## config.mk

```make
export PLATFORM = sky130hd
export DESIGN_NAME = pwm_ramp_sequencer
export DESIGN_NICKNAME = d
export VERILOG_FILES = /design/src/rtl/pwm_ramp_sequencer.sv
export SDC_FILE = /design/constraint.sdc
export NUM_CORES = 1
export LEC_CHECK = 0
export CAP_MARGIN = 10
export CORE_UTILIZATION = 45
export CTS_CLUSTER_DIAMETER = 60
export DETAILED_ROUTE_END_ITERATION = 6
export PLACE_DENSITY = 0.66
export SYNTH_ARGS = -nofsm -noshare
export SYNTH_HDL_FRONTEND = slang
export SYNTH_SLANG_ARGS = --single-unit
```

## constraint.sdc

```tcl
create_clock -name clk -period 7.95 [get_ports clk]
set_input_delay 1.1925 -clock clk [delete_from_list [all_inputs] [get_ports clk]]
set_output_delay 1.1925 -clock clk [all_outputs]
set_load 0.05 [all_outputs]
```

## src/rtl/pwm_ramp_sequencer.sv

```systemverilog
// pwm_ramp_sequencer
// Wishbone master that soft-starts/soft-stops PWM channels. It ramps each
// timer channel's duty register from its current value toward a requested
// target, one step per ramp tick, serving channels round-robin over a single
// write-only bus port.
//
// Ports:
//   clk, rst               clock, asynchronous active-high reset
//   i_req_*, o_req_ready   ramp request (channel, target duty, step; step 0 = jump)
//   o_wb_*, i_wb_*         Wishbone master to the timer's duty registers
//                          (adr = {11'b0, ch, 2'b10})
//   o_active/o_done/o_err  per-channel ramp busy, completion pulse, sticky error
//
// Build option: define RAMP_READBACK_EN to verify every write with a read.
// Without it o_wb_we is tied high and i_wb_data is ignored.
//
// state | meaning
// IDLE  | waiting for a pending channel
// SCAN  | pick next pending channel round-robin, compute its next duty
// WRITE | bus write in flight, waiting for ack or timeout
// READ  | (RAMP_READBACK_EN) readback of the written duty
module pwm_ramp_sequencer #(
  parameter int          NUM_CHANNELS = 4,
  parameter int          TICK_DIV     = 1000,
  parameter int          ACK_TIMEOUT  = 16,
  parameter logic [15:0] DC_RESET     = 16'h01F4
) (
  input  logic                    clk,
  input  logic                    rst,
  input  logic                    i_req_valid,
  input  logic [2:0]              i_req_ch,
  input  logic [15:0]             i_req_target,
  input  logic [15:0]             i_req_step,
  output logic                    o_req_ready,
  output logic                    o_wb_cyc,
  output logic                    o_wb_stb,
  output logic                    o_wb_we,
  output logic [15:0]             o_wb_adr,
  output logic [15:0]             o_wb_data,
  input  logic                    i_wb_ack,
  input  logic [15:0]             i_wb_data,
  output logic [NUM_CHANNELS-1:0] o_active,
  output logic [NUM_CHANNELS-1:0] o_done,
  output logic [NUM_CHANNELS-1:0] o_err
);

  localparam int TCW = $clog2(TICK_DIV);
  localparam int TOW = $clog2(ACK_TIMEOUT + 1);

  typedef enum logic [1:0] {
    S_IDLE,
    S_SCAN,
`ifdef RAMP_READBACK_EN
    S_READ,
`endif
    S_WRITE
  } state_t;

  state_t                  state_q, state_d;
  logic [15:0]             cur_q  [NUM_CHANNELS];
  logic [15:0]             cur_d  [NUM_CHANNELS];
  logic [15:0]             tgt_q  [NUM_CHANNELS];
  logic [15:0]             tgt_d  [NUM_CHANNELS];
  logic [15:0]             step_q [NUM_CHANNELS];
  logic [15:0]             step_d [NUM_CHANNELS];
  logic [NUM_CHANNELS-1:0] active_q, active_d, pending_q, pending_d;
  logic [NUM_CHANNELS-1:0] err_q, err_d, done_q, done_d;
  logic [2:0]              ptr_q, ptr_d, sel_q, sel_d;
  logic [15:0]             next_q, next_d, adr_q, adr_d, dat_q, dat_d;
  logic [TCW-1:0]          tick_q, tick_d;
  logic [TOW-1:0]          to_q, to_d;
  logic                    cyc_q, cyc_d;

  logic                    busy_bus, found;
  logic [2:0]              pick;
  logic [15:0]             p_cur, p_tgt, p_step, s_tgt, nxt, diff;
  logic [16:0]             sum17;

`ifdef RAMP_READBACK_EN
  logic                    we_q, we_d;
  assign busy_bus = (state_q == S_WRITE) || (state_q == S_READ);
  assign o_wb_we  = we_q;
`else
  logic                    unused_rd_data;
  assign unused_rd_data = ^i_wb_data;
  assign busy_bus = (state_q == S_WRITE);
  assign o_wb_we  = 1'b1;
`endif

  // Only the channel whose write is in flight is blocked; its cur is in motion.
  assign o_req_ready = !(busy_bus && (sel_q == i_req_ch));
  assign o_wb_cyc    = cyc_q;
  assign o_wb_stb    = cyc_q;
  assign o_wb_adr    = adr_q;
  assign o_wb_data   = dat_q;
  assign o_active    = active_q;
  assign o_done      = done_q;
  assign o_err       = err_q;

  always_comb begin
    state_d   = state_q;
    cur_d     = cur_q;
    tgt_d     = tgt_q;
    step_d    = step_q;
    active_d  = active_q;
    pending_d = pending_q;
    err_d     = err_q;
    done_d    = '0;
    ptr_d     = ptr_q;
    sel_d     = sel_q;
    next_d    = next_q;
    adr_d     = adr_q;
    dat_d     = dat_q;
    tick_d    = tick_q;
    to_d      = to_q;
    cyc_d     = cyc_q;
`ifdef RAMP_READBACK_EN
    we_d      = we_q;
`endif
    found     = 1'b0;
    pick      = ptr_q;
    p_cur     = '0;
    p_tgt     = '0;
    p_step    = '0;
    s_tgt     = '0;
    nxt       = '0;

    // Requests first, so a same-cycle tick sees the new active value.
    if (i_req_valid && o_req_ready) begin
      for (int c = 0; c < NUM_CHANNELS; c++) begin
        if (3'(c) == i_req_ch) begin
          tgt_d[c]  = i_req_target;
          step_d[c] = i_req_step;
          err_d[c]  = 1'b0;
          if (i_req_target == cur_q[c]) begin
            active_d[c]  = 1'b0;
            pending_d[c] = 1'b0;
            done_d[c]    = 1'b1;
          end else begin
            active_d[c] = 1'b1;
          end
        end
      end
    end

    // Round-robin: channels above the pointer first, then wrap to 0..ptr.
    for (int c = 0; c < NUM_CHANNELS; c++) begin
      if (!found && pending_q[c] && (c > int'(ptr_q))) begin
        found = 1'b1;
        pick  = 3'(c);
      end
    end
    for (int c = 0; c < NUM_CHANNELS; c++) begin
      if (!found && pending_q[c] && (c <= int'(ptr_q))) begin
        found = 1'b1;
        pick  = 3'(c);
      end
    end

    for (int c = 0; c < NUM_CHANNELS; c++) begin
      if (3'(c) == pick) begin
        p_cur  = cur_q[c];
        p_tgt  = tgt_q[c];
        p_step = step_q[c];
      end
      if (3'(c) == sel_q) s_tgt = tgt_d[c];
    end

    sum17 = {1'b0, p_cur} + {1'b0, p_step};
    diff  = p_cur - p_tgt;
    if (p_step == 16'd0)      nxt = p_tgt;
    else if (p_cur < p_tgt)   nxt = (sum17 >= {1'b0, p_tgt}) ? p_tgt : sum17[15:0];
    else if (p_cur > p_tgt)   nxt = (diff <= p_step) ? p_tgt : (p_cur - p_step);
    else                      nxt = p_tgt;

    case (state_q)
      S_IDLE: begin
        if (|pending_q) state_d = S_SCAN;
      end
      S_SCAN: begin
        if (found) begin
          ptr_d   = pick;
          sel_d   = pick;
          next_d  = nxt;
          adr_d   = {11'b0, pick, 2'b10};
          dat_d   = nxt;
          cyc_d   = 1'b1;
          to_d    = TOW'(ACK_TIMEOUT - 1);
`ifdef RAMP_READBACK_EN
          we_d    = 1'b1;
`endif
          state_d = S_WRITE;
        end else begin
          state_d = S_IDLE;
        end
      end
      S_WRITE: begin
        if (i_wb_ack) begin
`ifdef RAMP_READBACK_EN
          we_d    = 1'b0;
          to_d    = TOW'(ACK_TIMEOUT - 1);
          state_d = S_READ;
`else
          cyc_d   = 1'b0;
          state_d = S_IDLE;
          for (int c = 0; c < NUM_CHANNELS; c++) begin
            if (3'(c) == sel_q) begin
              cur_d[c]     = next_q;
              pending_d[c] = 1'b0;
              if (next_q == s_tgt) begin
                active_d[c] = 1'b0;
                done_d[c]   = 1'b1;
              end
            end
          end
`endif
        end else if (to_q == '0) begin
          cyc_d   = 1'b0;
          state_d = S_IDLE;
          for (int c = 0; c < NUM_CHANNELS; c++) begin
            if (3'(c) == sel_q) begin
              err_d[c]     = 1'b1;
              active_d[c]  = 1'b0;
              pending_d[c] = 1'b0;
            end
          end
        end else begin
          to_d = to_q - 1'b1;
        end
      end
`ifdef RAMP_READBACK_EN
      S_READ: begin
        if (i_wb_ack || (to_q == '0)) begin
          cyc_d   = 1'b0;
          state_d = S_IDLE;
          for (int c = 0; c < NUM_CHANNELS; c++) begin
            if (3'(c) == sel_q) begin
              pending_d[c] = 1'b0;
              if (i_wb_ack && (i_wb_data == next_q)) begin
                cur_d[c] = next_q;
                if (next_q == s_tgt) begin
                  active_d[c] = 1'b0;
                  done_d[c]   = 1'b1;
                end
              end else begin
                err_d[c]    = 1'b1;
                active_d[c] = 1'b0;
              end
            end
          end
        end else begin
          to_d = to_q - 1'b1;
        end
      end
`endif
      default: state_d = S_IDLE;
    endcase

    // Tick re-arms every active channel; unserved pendings are absorbed, not queued.
    if (tick_q == TCW'(TICK_DIV - 1)) begin
      tick_d    = '0;
      pending_d = active_d;
    end else begin
      tick_d = tick_q + 1'b1;
    end
  end

  always_ff @(posedge clk or posedge rst) begin
    if (rst) begin
      state_q   <= S_IDLE;
      for (int c = 0; c < NUM_CHANNELS; c++) begin
        cur_q[c]  <= DC_RESET;
        tgt_q[c]  <= DC_RESET;
        step_q[c] <= '0;
      end
      active_q  <= '0;
      pending_q <= '0;
      err_q     <= '0;
      done_q    <= '0;
      ptr_q     <= 3'(NUM_CHANNELS - 1);
      sel_q     <= '0;
      next_q    <= '0;
      adr_q     <= '0;
      dat_q     <= '0;
      tick_q    <= '0;
      to_q      <= '0;
      cyc_q     <= 1'b0;
`ifdef RAMP_READBACK_EN
      we_q      <= 1'b0;
`endif
    end else begin
      state_q   <= state_d;
      cur_q     <= cur_d;
      tgt_q     <= tgt_d;
      step_q    <= step_d;
      active_q  <= active_d;
      pending_q <= pending_d;
      err_q     <= err_d;
      done_q    <= done_d;
      ptr_q     <= ptr_d;
      sel_q     <= sel_d;
      next_q    <= next_d;
      adr_q     <= adr_d;
      dat_q     <= dat_d;
      tick_q    <= tick_d;
      to_q      <= to_d;
      cyc_q     <= cyc_d;
`ifdef RAMP_READBACK_EN
      we_q      <= we_d;
`endif
    end
  end

endmodule

```

== Word level (Yosys, flattened, before mapping) ==
Index checks and enable logic that the tools add are counted.

* Logic and storage cells: 229
* Bits in registers: 252
* Bits of input ports: 55

* Add/sub/neg operators: 5
* Equal/unequal tests: 23
* Reduce and logical (&&, ||, !) cells: 41
* Mux-type cells: 126
* $lt $le $gt $ge: 10

{| class="wikitable"
|+ Operators with widths
! cell !! number
|-
| 16-bit two-way mux || 25
|-
| 16-bit == test || 5
|-
| 1-bit two-way mux || 66
|-
| 4-bit two-way mux || 16
|-
| 64-bit two-way mux || 1
|-
| 16-bit subtractor || 2
|-
| 3-bit two-way mux || 7
|-
| 2-bit by 3-bit == test with 1-bit output, first input constant || 6
|-
| 16-bit by 16-bit adder with 17-bit output || 1
|-
| 17-bit by 16-bit greater-or-equal comparator with 1-bit output || 1
|-
| 16-bit greater-than comparator || 1
|-
| 16-bit less-or-equal comparator || 1
|-
| 16-bit logical NOT || 1
|-
| 16-bit less-than comparator || 1
|-
| 5-bit two-way mux || 3
|-
| 3-bit AND reduction || 5
|-
| 1-bit logical AND || 14
|-
| 2-bit AND reduction || 6
|-
| 10-bit by 1-bit adder with 10-bit output, second input constant || 1
|-
| 10-bit == test, second input constant || 1
|-
| 10-bit two-way mux || 1
|-
| 5-bit case mux with 2 select lines || 1
|-
| 1-bit by 3-bit == test with 1-bit output, first input constant || 3
|-
| 3-bit logical NOT || 3
|-
| other kinds (19) || 33
|}

== Logic depth before layout (Yosys ltp) ==
* Word-level depth: 37
* Depth in mapped cells: 33

== Worst setup path before layout ==
OpenSTA, ideal clock, no wires.

* Path kind: register to register
* Start point: register ptr_q[0]
* End point: register dat_q[6] (netlist: o_wb_data[6])
* Stages on the path, launching flop included: 29
* Arrival: 6.525 ns
* Buffers on the path: 5
* Required time: 7.846 ns
* Path slack: 1.321 ns
* Path through: dfstp_2 > buf_2 > nor3b_2 > a2111o_1 > nand2_2 > nor3_2 > clkbuf_1 > clkbuf_1 > clkbuf_1 > a221oi_1 > inv_1 > ha_1 > fa_1 > a211oi_1 > o31ai_1 > and3_1 > a211oi_1 > o31ai_1 > xnor2_1 > ha_1 > nand4_1 > nor4_1 > a2111oi_0 > o211ai_1 > clkbuf_1 > nor2_1 > a22oi_1 > a211o_1 > o311ai_1

* Longest elaborated chain between the ends: 37
* Elaborated cells between the ends (all ways): 68
* Those cells by class: add/sub: 3; order compare: 10; eq/ne: 3; mux: 31; reduce/logical: 21

{| class="wikitable"
|+ Ends and longest elaborated chain
! element !! line !! text
|-
| start: declaration || 68 || <nowiki>logic [2:0] ptr_q, ptr_d, sel_q, sel_d;</nowiki>
|-
| start signal: assignment || 280 || <nowiki>ptr_q <= 3'(NUM_CHANNELS - 1);</nowiki>
|-
| start signal: assignment || 300 || <nowiki>ptr_q <= ptr_d;</nowiki>
|-
| 1-bit by 3-bit greater-than comparator with 1-bit output || 148 || <nowiki>if (!found && pending_q[c] && (c > int'(ptr_q))) begin</nowiki>
|-
| 1-bit logical AND || 148 ||
|-
| 1-bit two-way mux || 148 ||
|-
| 1-bit logical NOT || 148 ||
|-
| 1-bit logical AND (2 in a row) || 148 ||
|-
| 1-bit two-way mux || 148 ||
|-
| 1-bit logical NOT || 148 ||
|-
| 1-bit logical AND (2 in a row) || 148 ||
|-
| [15 not listed] || - ||
|-
| 3-bit two-way mux || 154 || <nowiki>if (!found && pending_q[c] && (c <= int'(ptr_q))) begin</nowiki>
|-
| 3-bit logical NOT || 161 || <nowiki>if (3'(c) == pick) begin</nowiki>
|-
| 16-bit two-way mux (4 in a row) || 161 ||
|-
| 16-bit subtractor || 170 || <nowiki>diff = p_cur - p_tgt;</nowiki>
|-
| 16-bit less-or-equal comparator || 173 || <nowiki>else if (p_cur > p_tgt) nxt = (diff <= p_step) ? p_tgt : (p_cur - p_step);</nowiki>
|-
| 16-bit two-way mux (2 in a row) || 173 ||
|-
| 16-bit two-way mux || 172 || <nowiki>else if (p_cur < p_tgt) nxt = (sum17 >= {1'b0, p_tgt}) ? p_tgt : sum17[15:0];</nowiki>
|-
| 16-bit two-way mux || 171 || <nowiki>if (p_step == 16'd0) nxt = p_tgt;</nowiki>
|-
| end signal: assignment || 304 || <nowiki>dat_q <= dat_d;</nowiki>
|-
| end: declaration || 69 || <nowiki>logic [15:0] next_q, next_d, adr_q, adr_d, dat_q, dat_d;</nowiki>
|}

Several ways; a longest one is shown, not always the timed one.
A chain may end at the register's enable or synchronous reset.

== Worst setup path after layout ==
* Start point: register ptr_q[2]
* End point: register dat_q[10] (netlist: o_wb_data[10])

Same word-level chain as after synthesis.

==> impl_metrics.toml <==
[clock_tree]
cts_root_buffer = "clkbuf_16"
cts_buffers = 29
cts_tree = "yes"
clk_pin_slew_ns = 0.07
htreeDepth = 1
cts_resized = 0
cts_buffer_depth = 3
postCtsHoldBufs = 0
clock_latency_ns = 0.57
postCtsSetupBuffers = 0
cts_sinks = 248

[layout]
num-nets-final = 1980
drive_above_1_share_pct = 18.9
post-route-util_pct = 52.5
insertedDiodeCount = 0
area_delta_synth_final_pct = 13.9
n_fill_cell = 3330
design_area_sq_um = 19400

[worst_setup_path]
cpPeakStageDelay_ns = 0.57
endpoint_kind = "flip-flop"
crit_path_top_delay_cell = "dfrtp_1"
crit_family = "compound AO/OA/AOI/OAI gates"
worst_ep_arrival_time_ns = 7.93
path_cells = "or3b_1 -> o21ai_2 -> a221o_1 -> buf_4 -> a21oi_1 -> o32a_1 -> ha_1 -> fa_1 -> a211oi_1 -> o31ai_1 -> and3_1 -> a211oi_1 -> buf_4 -> xor2_1 -> ha_1 -> a21oi_1 -> o21ai_0 -> a2111oi_0 -> a21oi_1 -> o31a_1 -> o21a_1 -> a21oi_2 -> o221a_1"
crit_path_max_fanout = 13
path_buf_inv = 2
crit_path_start_kind = "flip-flop"
crit_type = "flip-flop to flip-flop"
timing.critical_path.mode_cell = "a21oi_1"
required_ns = 8.46

[placed_design]
gp_congestion = 0.950
dp_hpwl_mm = 39.2
place_ws_ns = 0.503
port_buffers = 73
placed_area_sq_um = 18300

[global_routing]
grt_pass1_vias = 14500
antenna_found_initial = 1
grt_max_degree = 184
gr-total-overflow = 0
grtUsageTotal_pct = 28.5
grt_first_pass_wirelength_mm = 85.0

[pwr]
p_leak_uw = 0.00794
ir_drop_v = 0.000215
power_density_nw_per_um2 = 383

[detailed_routing]
drtIter0Drc = 1600
post_drt_wl_per_cell_um = 23.2
antenna_left = 0
viasPerCell = 6.24
routed_wl_mm = 54.8
drcViolationCount = 0
via_count = 14800
drtPass1Iterations = 5

[timing]
fin_crit_sh_pct = 93.3
rsz0062_at_grt = "no"
post-route-min-period_ns = 7.42
fin_setup_tns_ns = 0
finalWorstSetupSlack_ns = 0.535
hold_violations = 0
setup_violations = 0
relSlewSlack_pct = 18.8
slew_violations = 0
fmax_mhz = 135
tightestPinTransition_ns = 1.22
clock_skew_ns = 0.0264

[logic_synthesis]
netlist_instances = 1804
synth_cell_type_count = 101
synth_edf_count = 0
synthFlopType = "dfrtp_1"
syn_area_sq_um = 17000
synth_seq_cells = 248
ys_async_sr_fraction_pct = 100
yosys_warnings = 0
syn_avg_cell_area_sq_um = 9.43
ys_seq_area_share_pct = 36.9

[floorplan]
rows = 70
die_x_um = 196
io_pins = 103
fp.dieArea_sq_um = 38600
die_h_um = 196
initial_utilization_pct = 46.1
core_sq_um = 36900

[worst_hold_path]
hp-class = "flip-flop to flip-flop"

[run_status]
outcome = "completed"

[run]
cap_violations = 0
-- synthesized netlist by cell type (16+ instances only) --
master      n  share of area (%)
o21a_1     16               0.71
a21oi_1    91                2.7
inv_1      48                1.1
o21ai_0    90                2.6
nor4_1     29                1.1
a21boi_0   48                2.1
dfrtp_1   198                 29
ha_1       81                6.0
a221oi_1   17               0.88
buf_1      16               0.35
xor2_1     16               0.82
mux2i_1    16               0.94
nor2_1     74                1.6
buf_4      16               0.71
clkbuf_1   83                1.8
dfstp_2    50                7.7
a221o_1    17                1.0
nand3_1    68                2.0
nand4_1    39                1.4
o211ai_1   24                1.1
mux2_2    148                9.8
nand2_1   204                4.5
xnor2_1   107                5.5
nand2b_1   18               0.66
nor3_1     28               0.82
-- metal layers --
layer,share of wire [%],track usage (%)
met1,44,39.6
met2,45,44.3
met3,7.8,4.74
met4,3.9,11.2
met5,0.024,0
-- logic make-up (layout without fill, tap and decap cells) --
group	Yosys count	after routing	share of synthesized area, %
adder cells (fa/ha/maj)	84	84	6.31
other	2	13	0.0442
AND/OR/NAND/NOR	556	556	16.4
XOR/XNOR	123	123	6.34
buffers and inverters	181	228	4.63
flip-flops	248	248	36.9
AO/OA/AOI/OAI	445	445	18.6
multiplexers	165	165	10.8
-- per-stage QoR --
stage / total power [uW] / hold WS, ns / std cells
5_1_grt: 7870 / 0.491 / 2366
2_1_floorplan: 4520 / 0.448 / 1815
4_1_cts: 7340 / 0.476 / 2366
3_5_place_dp: 5910 / 0.462 / 2314
3_3_place_gp: 5840 / 0.453 / 2314
6_report: 7410 / 0.474 / 2366
-- power by group --
part / internal, uW / switching (uW)
clock: 855 / 556
combinational: 1650 / 2570
sequential: 1500 / 275
total: 4000 / 3400
-- final timing paths --
| kind | slack [ns] | from | to | cells after the start |
|---|---|---|---|---|
| worst max-delay path | 0.53 | ptr_q[2] | o_wb_data[10] | 23 |
| worst min-delay path | 0.47 | o_wb_adr[1] | o_wb_adr[1] | 1 |
| worst max register to register | 0.53 | ptr_q[2] | o_wb_data[10] | 23 |
| worst min register to register | 0.47 | o_wb_adr[1] | o_wb_adr[1] | 1 |
| max in group asynchronous | 5.42 | rst | cur_q[30] | 3 |
| min in group asynchronous | 1.08 | rst | step_q[56] | 2 |
-- cell usage in the layout, fill, tap and decap left out, types with 10 or more instances in the layout --
master / instances
clkbuf_16: 29
mux2_2: 148
o211ai_1: 24
o21bai_1: 10
nor3b_1: 12
and3_1: 15
nor3_1: 27
a21boi_0: 48
a221oi_1: 15
ha_1: 81
buf_4: 51
dfrtp_1: 198
nand2b_1: 18
inv_1: 47
dfstp_2: 50
nor2_1: 73
nor4_1: 29
xnor2_1: 107
a211oi_1: 11
xor2_1: 16
o21a_1: 16
and2_1: 12
o21ai_0: 90
mux2i_1: 16
nor2b_1: 14
nand3_1: 68
a21oi_1: 91
clkdlybuf4s50_1: 72
nand2_1: 204
a221o_1: 17
conb_1: 13
nand4_1: 39
-- worst reg2reg max path, cell delays in order (launching register included) --
cell,delay (ns)
dfrtp_1,0.57
or3b_1,0.47
o21ai_2,0.11
a221o_1,0.52
buf_4,0.31
a21oi_1,0.09
o32a_1,0.41
ha_1,0.27
fa_1,0.55
a211oi_1,0.35
o31ai_1,0.19
and3_1,0.24
a211oi_1,0.22
buf_4,0.17
xor2_1,0.24
ha_1,0.31
a21oi_1,0.18
o21ai_0,0.12
a2111oi_0,0.41
a21oi_1,0.14
o31a_1,0.43
o21a_1,0.32
a21oi_2,0.47
o221a_1,0.29
-- sequential cells by signal (all words and copies together) (netlist names) --
name	cells
cur_q	64
o_active	4
o_done	4
o_err	4
o_wb_adr	1
o_wb_cyc	1
o_wb_data	16
pending_q	4
ptr_q	3
sel_q	2
state_q	2
step_q	64
tgt_q	64
tick_q	10
to_q	5
-- cell type report --
class                           instances  area (sq um)  area share (%)
Timing Repair Buffer                  128          1190            6.14
Clock buffer                           37           816            4.21
Sequential cell                       248          6270            32.4
Inverter                               48           188           0.969
Clock inverter                         15           196            1.01
Tap cell                              504           631            3.26
Multi-Input combinational cell       1386         10100            52.0
(Power assumes the default switching activity.)
